**src/rtl/fc_frame_sequencer_if.sv**
```systemverilog
// Bundle of the activation stream, layer x/z ports and result stream
// around one fully-connected layer sequencer.
interface fc_frame_sequencer_if #(
    parameter int WIDTH = 8,
    parameter int IN    = 128,
    parameter int ZW    = 22
);
    logic             s_valid;
    logic [WIDTH-1:0] s_data;
    logic             s_last;
    logic             s_ready;
    logic [WIDTH-1:0] x [0:IN-1];
    logic [ZW-1:0]    z;
    logic             m_valid;
    logic [ZW-1:0]    m_data;
    logic [WIDTH-1:0] m_q;
    logic             m_ready;
    logic             frame_err;

    // master: the environment (source, layer stub, sink); slave: the sequencer
    modport master (
        output s_valid, s_data, s_last, z, m_ready,
        input  s_ready, x, m_valid, m_data, m_q, frame_err
    );
    modport slave (
        input  s_valid, s_data, s_last, z, m_ready,
        output s_ready, x, m_valid, m_data, m_q, frame_err
    );
endinterface

```
**src/rtl/fc_frame_sequencer.sv**
```systemverilog
// Collects a serial activation frame into the layer's x vector, waits for the
// combinational layer to settle, then emits raw and requantized z downstream.
module fc_frame_sequencer #(
    parameter int WIDTH  = 8,
    parameter int IN     = 128,
    parameter int ZW     = 22,
    parameter int SETTLE = 2,
    parameter int SHIFT  = 4
) (
    input logic clk,
    input logic rst_n,
    fc_frame_sequencer_if.slave bus
);
    localparam int IW = $clog2(IN);
    localparam int CW = (SETTLE > 1) ? $clog2(SETTLE) : 1;
    localparam logic [IW-1:0] IDX_LAST = IW'(IN - 1);
    localparam logic [CW-1:0] CNT_LAST = CW'(SETTLE - 1);

    typedef enum logic [1:0] {LOAD, WAIT, OUT} state_t;

    state_t           state, next_state;
    logic [IW-1:0]    idx;
    logic [CW-1:0]    cnt;
    logic [WIDTH-1:0] x_q [IN];
    logic             s_ready, m_valid, frame_err;
    logic [ZW-1:0]    m_data;
    logic [WIDTH-1:0] m_q;

    logic             accept, at_last, capture;
    logic [ZW-1:0]    z_sh;
    logic [WIDTH-1:0] q_sat;

    assign accept  = (state == LOAD) && s_ready && bus.s_valid;
    assign at_last = (idx == IDX_LAST);
    assign capture = (state == WAIT) && (cnt == CNT_LAST);
    assign z_sh    = bus.z >> SHIFT;
    // Any bit above WIDTH after the shift means the value does not fit
    assign q_sat   = ((z_sh >> WIDTH) != '0) ? '1 : z_sh[WIDTH-1:0];

    always_ff @(posedge clk or negedge rst_n) begin
        if (!rst_n) state <= LOAD;
        else        state <= next_state;
    end

    always_comb begin
        next_state = state;
        case (state)
            LOAD:    if (accept && at_last)         next_state = WAIT;
            WAIT:    if (cnt == CNT_LAST)           next_state = OUT;
            OUT:     if (m_valid && bus.m_ready)    next_state = LOAD;
            default:                                next_state = LOAD;
        endcase
    end

    always_ff @(posedge clk or negedge rst_n) begin
        if (!rst_n) begin
            s_ready   <= 1'b0;
            m_valid   <= 1'b0;
            m_data    <= '0;
            m_q       <= '0;
            frame_err <= 1'b0;
            idx       <= '0;
            cnt       <= '0;
        end else begin
            s_ready   <= (next_state == LOAD);
            // Early last discards the frame; missing last still processes it
            frame_err <= accept && (at_last ? !bus.s_last : bus.s_last);
            if (accept)
                idx <= (at_last || bus.s_last) ? '0 : idx + 1'b1;
            if (accept && at_last)
                cnt <= '0;
            else if (state == WAIT)
                cnt <= cnt + 1'b1;
            if (capture) begin
                m_data  <= bus.z;
                m_q     <= q_sat;
                m_valid <= 1'b1;
            end else if (state == OUT && bus.m_ready) begin
                m_valid <= 1'b0;
            end
        end
    end

    always_ff @(posedge clk or negedge rst_n) begin
        if (!rst_n) begin
            for (int i = 0; i < IN; i++) x_q[i] <= '0;
        end else begin
            for (int i = 0; i < IN; i++)
                if (accept && idx == IW'(i)) x_q[i] <= bus.s_data;
        end
    end

    assign bus.x         = x_q;
    assign bus.s_ready   = s_ready;
    assign bus.m_valid   = m_valid;
    assign bus.m_data    = m_data;
    assign bus.m_q       = m_q;
    assign bus.frame_err = frame_err;

endmodule

```
**src/flat_wrapper.sv**
```systemverilog
// flat-port wrapper written by rule: the top's interface ports become plain ports
module fc_frame_sequencer_flat 
#(
    parameter int WIDTH  = 8,
    parameter int IN     = 128,
    parameter int ZW     = 22,
    parameter int SETTLE = 2,
    parameter int SHIFT  = 4
)
  (clk, rst_n, bus_s_valid, bus_s_data, bus_s_last, bus_z, bus_m_ready, bus_s_ready, bus_x, bus_m_valid, bus_m_data, bus_m_q, bus_frame_err);
  fc_frame_sequencer_if #(.WIDTH(WIDTH), .IN(IN), .ZW(ZW)) bus_i ();
  input logic clk;
  input logic rst_n;
  input wire logic [$bits(bus_i.s_valid)-1:0] bus_s_valid;
  input wire logic [$bits(bus_i.s_data)-1:0] bus_s_data;
  input wire logic [$bits(bus_i.s_last)-1:0] bus_s_last;
  input wire logic [$bits(bus_i.z)-1:0] bus_z;
  input wire logic [$bits(bus_i.m_ready)-1:0] bus_m_ready;
  output wire logic [$bits(bus_i.s_ready)-1:0] bus_s_ready;
  output wire logic [$bits(bus_i.x)-1:0] bus_x;
  output wire logic [$bits(bus_i.m_valid)-1:0] bus_m_valid;
  output wire logic [$bits(bus_i.m_data)-1:0] bus_m_data;
  output wire logic [$bits(bus_i.m_q)-1:0] bus_m_q;
  output wire logic [$bits(bus_i.frame_err)-1:0] bus_frame_err;
  assign bus_i.s_valid = bus_s_valid;
  assign bus_i.s_data = bus_s_data;
  assign bus_i.s_last = bus_s_last;
  assign bus_i.z = bus_z;
  assign bus_i.m_ready = bus_m_ready;
  assign bus_s_ready = bus_i.s_ready;
  assign bus_x = {>>{bus_i.x}};
  assign bus_m_valid = bus_i.m_valid;
  assign bus_m_data = bus_i.m_data;
  assign bus_m_q = bus_i.m_q;
  assign bus_frame_err = bus_i.frame_err;
  fc_frame_sequencer #(.WIDTH(WIDTH), .IN(IN), .ZW(ZW), .SETTLE(SETTLE), .SHIFT(SHIFT)) u_core (.clk(clk), .rst_n(rst_n), .bus(bus_i));
endmodule
```
**config.mk**
```make
export PLATFORM = sky130hd
export DESIGN_NAME = fc_frame_sequencer_flat
export DESIGN_NICKNAME = d
export VERILOG_FILES = /design/src/rtl/fc_frame_sequencer_if.sv /design/src/rtl/fc_frame_sequencer.sv /design/src/flat_wrapper.sv
export SDC_FILE = /design/constraint.sdc
export NUM_CORES = 1
export LEC_CHECK = 0
export ABC_CLOCK_PERIOD_IN_PS = 2100
export CORE_AREA = 3 3 429 431
export DETAILED_ROUTE_END_ITERATION = 7
export DIE_AREA = 0 0 432 434
export GPL_ROUTABILITY_DRIVEN = 0
export SLEW_MARGIN = 20
export SYNTH_ARGS = -nofsm -noshare
export SYNTH_HDL_FRONTEND = slang
export SYNTH_SLANG_ARGS = --single-unit
```
**constraint.sdc**
```tcl
create_clock -name clk -period 2.1 [get_ports clk]
set_clock_uncertainty 0.05 [all_clocks]
set_input_delay 0.42 -clock clk [delete_from_list [all_inputs] [get_ports clk]]
set_output_delay 0.42 -clock clk [all_outputs]
set_load 0.03 [all_outputs]
```
==> reports/metrics.yaml <==
floorplanning:
  dieHeight_um: 434
  core_sq_um: 181000
  die_area_sq_um: 187000
  die_w_um: 432
  rows: 156
  ioPinCount: 1092
  start_util: 0.229
critical_path:
  cp_data_required_time_ns: 2.70
  path_class: "reg2reg"
  arrival_ns: 2.63
  endpoint_kind: "flop"
  ff2ff_setup_slack_ns: 0.07
  worst-path-max-fanout: 15
  worst_setup_path_start_kind: "flop"
timing:
  min_period_ns: 2.03
  rsz0062_at_grt: "true"
  maxClockFrequency_mhz: 492
  finalSetupViolations: 0
  slew_headroom: 0.540
  worstMarginPinSlew_ns: 0.690
  finalHoldViolCount: 0
  fin_tns_setup_ns: 0
  final_max_slew_viol_count: 0
  timing.final.crit_share: 0.968
synthesis:
  yosysMostFrequentCell: "dfrtp_1"
  yosys_warnings: 0
  yosysSeqAreaShare: 0.645
  synth_adder_area_share: 0.00151
  synth-main-ff-cell: "dfrtp_1"
  syn_avg_cell_area_sq_um: 16.1
  ys_types: 40
  synth_top_area_frac: 0.645
  synth_compound_area_frac: 0.00293
  ys_top_cells_by_count: "1067 x dfrtp_1, 1024 x mux2_2, 126 x clkbuf_1"
  synth_area_leaders: "dfrtp_1 65%, mux2_2 28%, nand4_2 2.7%"
  ys_seq_elements: 1067
  netlist_area_sq_um: 41400
  synthXorXnorAreaFrac: 0.000212
  synth-simple-area-share: 0.0500
  async_reset_ff_frac: 1.00
  synth_edf_count: 0
  muxShareOfSynthArea: 0.279
  syn_inst: 2568
  synth_top_family_by_area: "multiplexers"
  synth_nets: 2608
  synth_top_cell_by_area: "dfrtp_1"
clock_tree:
  cts_tree: "yes"
  cts_buffer_depth: 3
  cts-buffers-inserted: 119
  htree_levels: 3
  clkTransAtPathRegs_ns: 0.06
  clockRootBuffer: "clkbuf_16"
  numClockSinks: 1067
  clkLatencyLatePin_ns: 0.78
placement:
  hpwlAfterDp_um: 116000
  placed_area_sq_um: 58100
  place_inst: 6122
  port_buffers: 1091
run_status:
  status: "finished, final reports clean"
power_and_ir_drop:
  ir_drop_uv: 649
  p_leak_uw: 0.0327
  cellPowerDensity_nw_per_um2: 695
global_routing:
  grtUsageTotal: 0.166
  grt-ovfl-total: 0
  grt_start_max_net_pins: 113
  grt_pass1_vias: 29064
  grt_pass1_wl_um: 224000
  antenna_found_initial: 8
cells_and_area:
  design_area_sq_um: 61900
  areaGrowthSynthToFinish_pct: 49.6
  final_nets: 3924
  final_util: 0.343
  drive_above_1_share: 0.473
  fin_cells: 6356
route:
  via_count: 27485
  first_iter_violations: 1239
  drc_errors: 0
  post_drt_wl_per_cell_um: 25.4
  drt-pass1-iter-count: 4
  viasPerCell: 4.32
  ant_nets: 0
  finalWirelength_um: 162000
worst_hold_path:
  hold_path_class: "in2reg"
run:
  maxCapViolCount: 0
## path summary, 6_finish.rpt
kind / startpoint / to / depth (start not counted)
worst max-delay path: u_core.state[0] / u_core.bus.x[807] / 6
min in group asynchronous: rst_n / u_core.bus.x[437] / 3
max in group asynchronous: rst_n / u_core.bus.m_valid / 4
worst min register to register: u_core.bus.m_data[4] / u_core.bus.m_data[4] / 2
worst min-delay path: bus_s_data[2] / u_core.bus.x[466] / 2
worst max register to register: u_core.state[0] / u_core.bus.x[807] / 6
## metrics by stage
step / hold WS, ns / power [uW] / setup slack (ns)
after floorplan: 0.0744 / 21200 / 0.0160
after global placement: 0.272 / 22200 / -0.442
after detailed placement: 0.273 / 22200 / -0.437
after CTS: 0.0470 / 43700 / -0.0990
after global routing: 0.0878 / 44500 / -0.00738
final: 0.125 / 43000 / 0.0674
## area by class of cell
type,count,area (sq um)
diodes,6,15.0
clock inverters,40,502
flip-flops and latches,1067,26700
multi-input cells,1309,13900
inverters,5,22.5
repair buffers,1382,14300
fillers,17771,119000
clock buffers,177,3480
well taps,2370,2970
## metal layers
layer  routed length, um  GRT usage
met1               60800      0.182
met4                6660     0.0660
met5                   0          0
met3                9230     0.0443
met2               84900      0.303
## where the power goes
part | internal (uW) | switching [uW] | total (uW)
clock network | 12300 | 8930 | 21300
logic | 261 | 963 | 1220
registers | 20600 | 0.0400 | 20600
total | 33100 | 9890 | 43000
## worst max-delay path, cell delays in order, from the launching register on
cell and delay, ns:
dfrtp_1 0.38, and4bb_4 0.39, buf_12 0.19, buf_4 0.20, nand4_2 0.18, buf_4 0.23, mux2_2 0.27
## placed cells by master (no fill, tap or decap), types with 3 or more instances in the layout
master              n
a21oi_1            11
and3_1              4
and3_2              3
and3b_1             4
buf_12            120
buf_2               6
buf_4             167
buf_6               4
bufinv_16           7
clkbuf_1           30
clkbuf_16         121
clkbuf_2            8
clkbuf_8           28
clkdlybuf4s15_1   297
clkdlybuf4s15_2   242
clkdlybuf4s50_1    25
clkinv_2           16
clkinvlp_4          5
dfrtp_1          1065
diode_2             6
dlygate4sd2_1     503
dlygate4sd3_1       5
ha_4                4
inv_1               3
inv_6               8
mux2_2           1024
nand2_1            71
nand3_1             7
nand3_2             3
nand4_1            27
nand4_2            85
nand4_4             9
nor2_1             18
nor2b_1             4
o21ai_0             5
## registers in the layout (all words and copies together), names as in the netlist
name and flops:
u_core.idx 7, u_core.bus.x 1024, u_core.bus.m_valid 1, u_core.bus.frame_err 1, u_core.cnt 1, u_core.bus.m_q 8, u_core.bus.m_data 22, u_core.state 2
u_core.bus.s_ready 1
## timing repair
item                                   4_1_cts  5_1_grt
endpoints found under the hold margin      565        0
pin swaps                                    2        4
setup buffers                                1        2
hold buffers                                 5        0
setup endpoints to repair                 1099      164
resized for setup                         1830       63
cloned                                       1        2
## logic make-up after synthesis
family	after synthesis
multiplexers	1025
XOR/XNOR	1
adder cells (fa/ha/maj)	5
AO/OA/AOI/OAI	21
flip-flops	1067
AND/OR/NAND/NOR	257
buffers and inverters	192
Power figures use the tool's default switching activity.
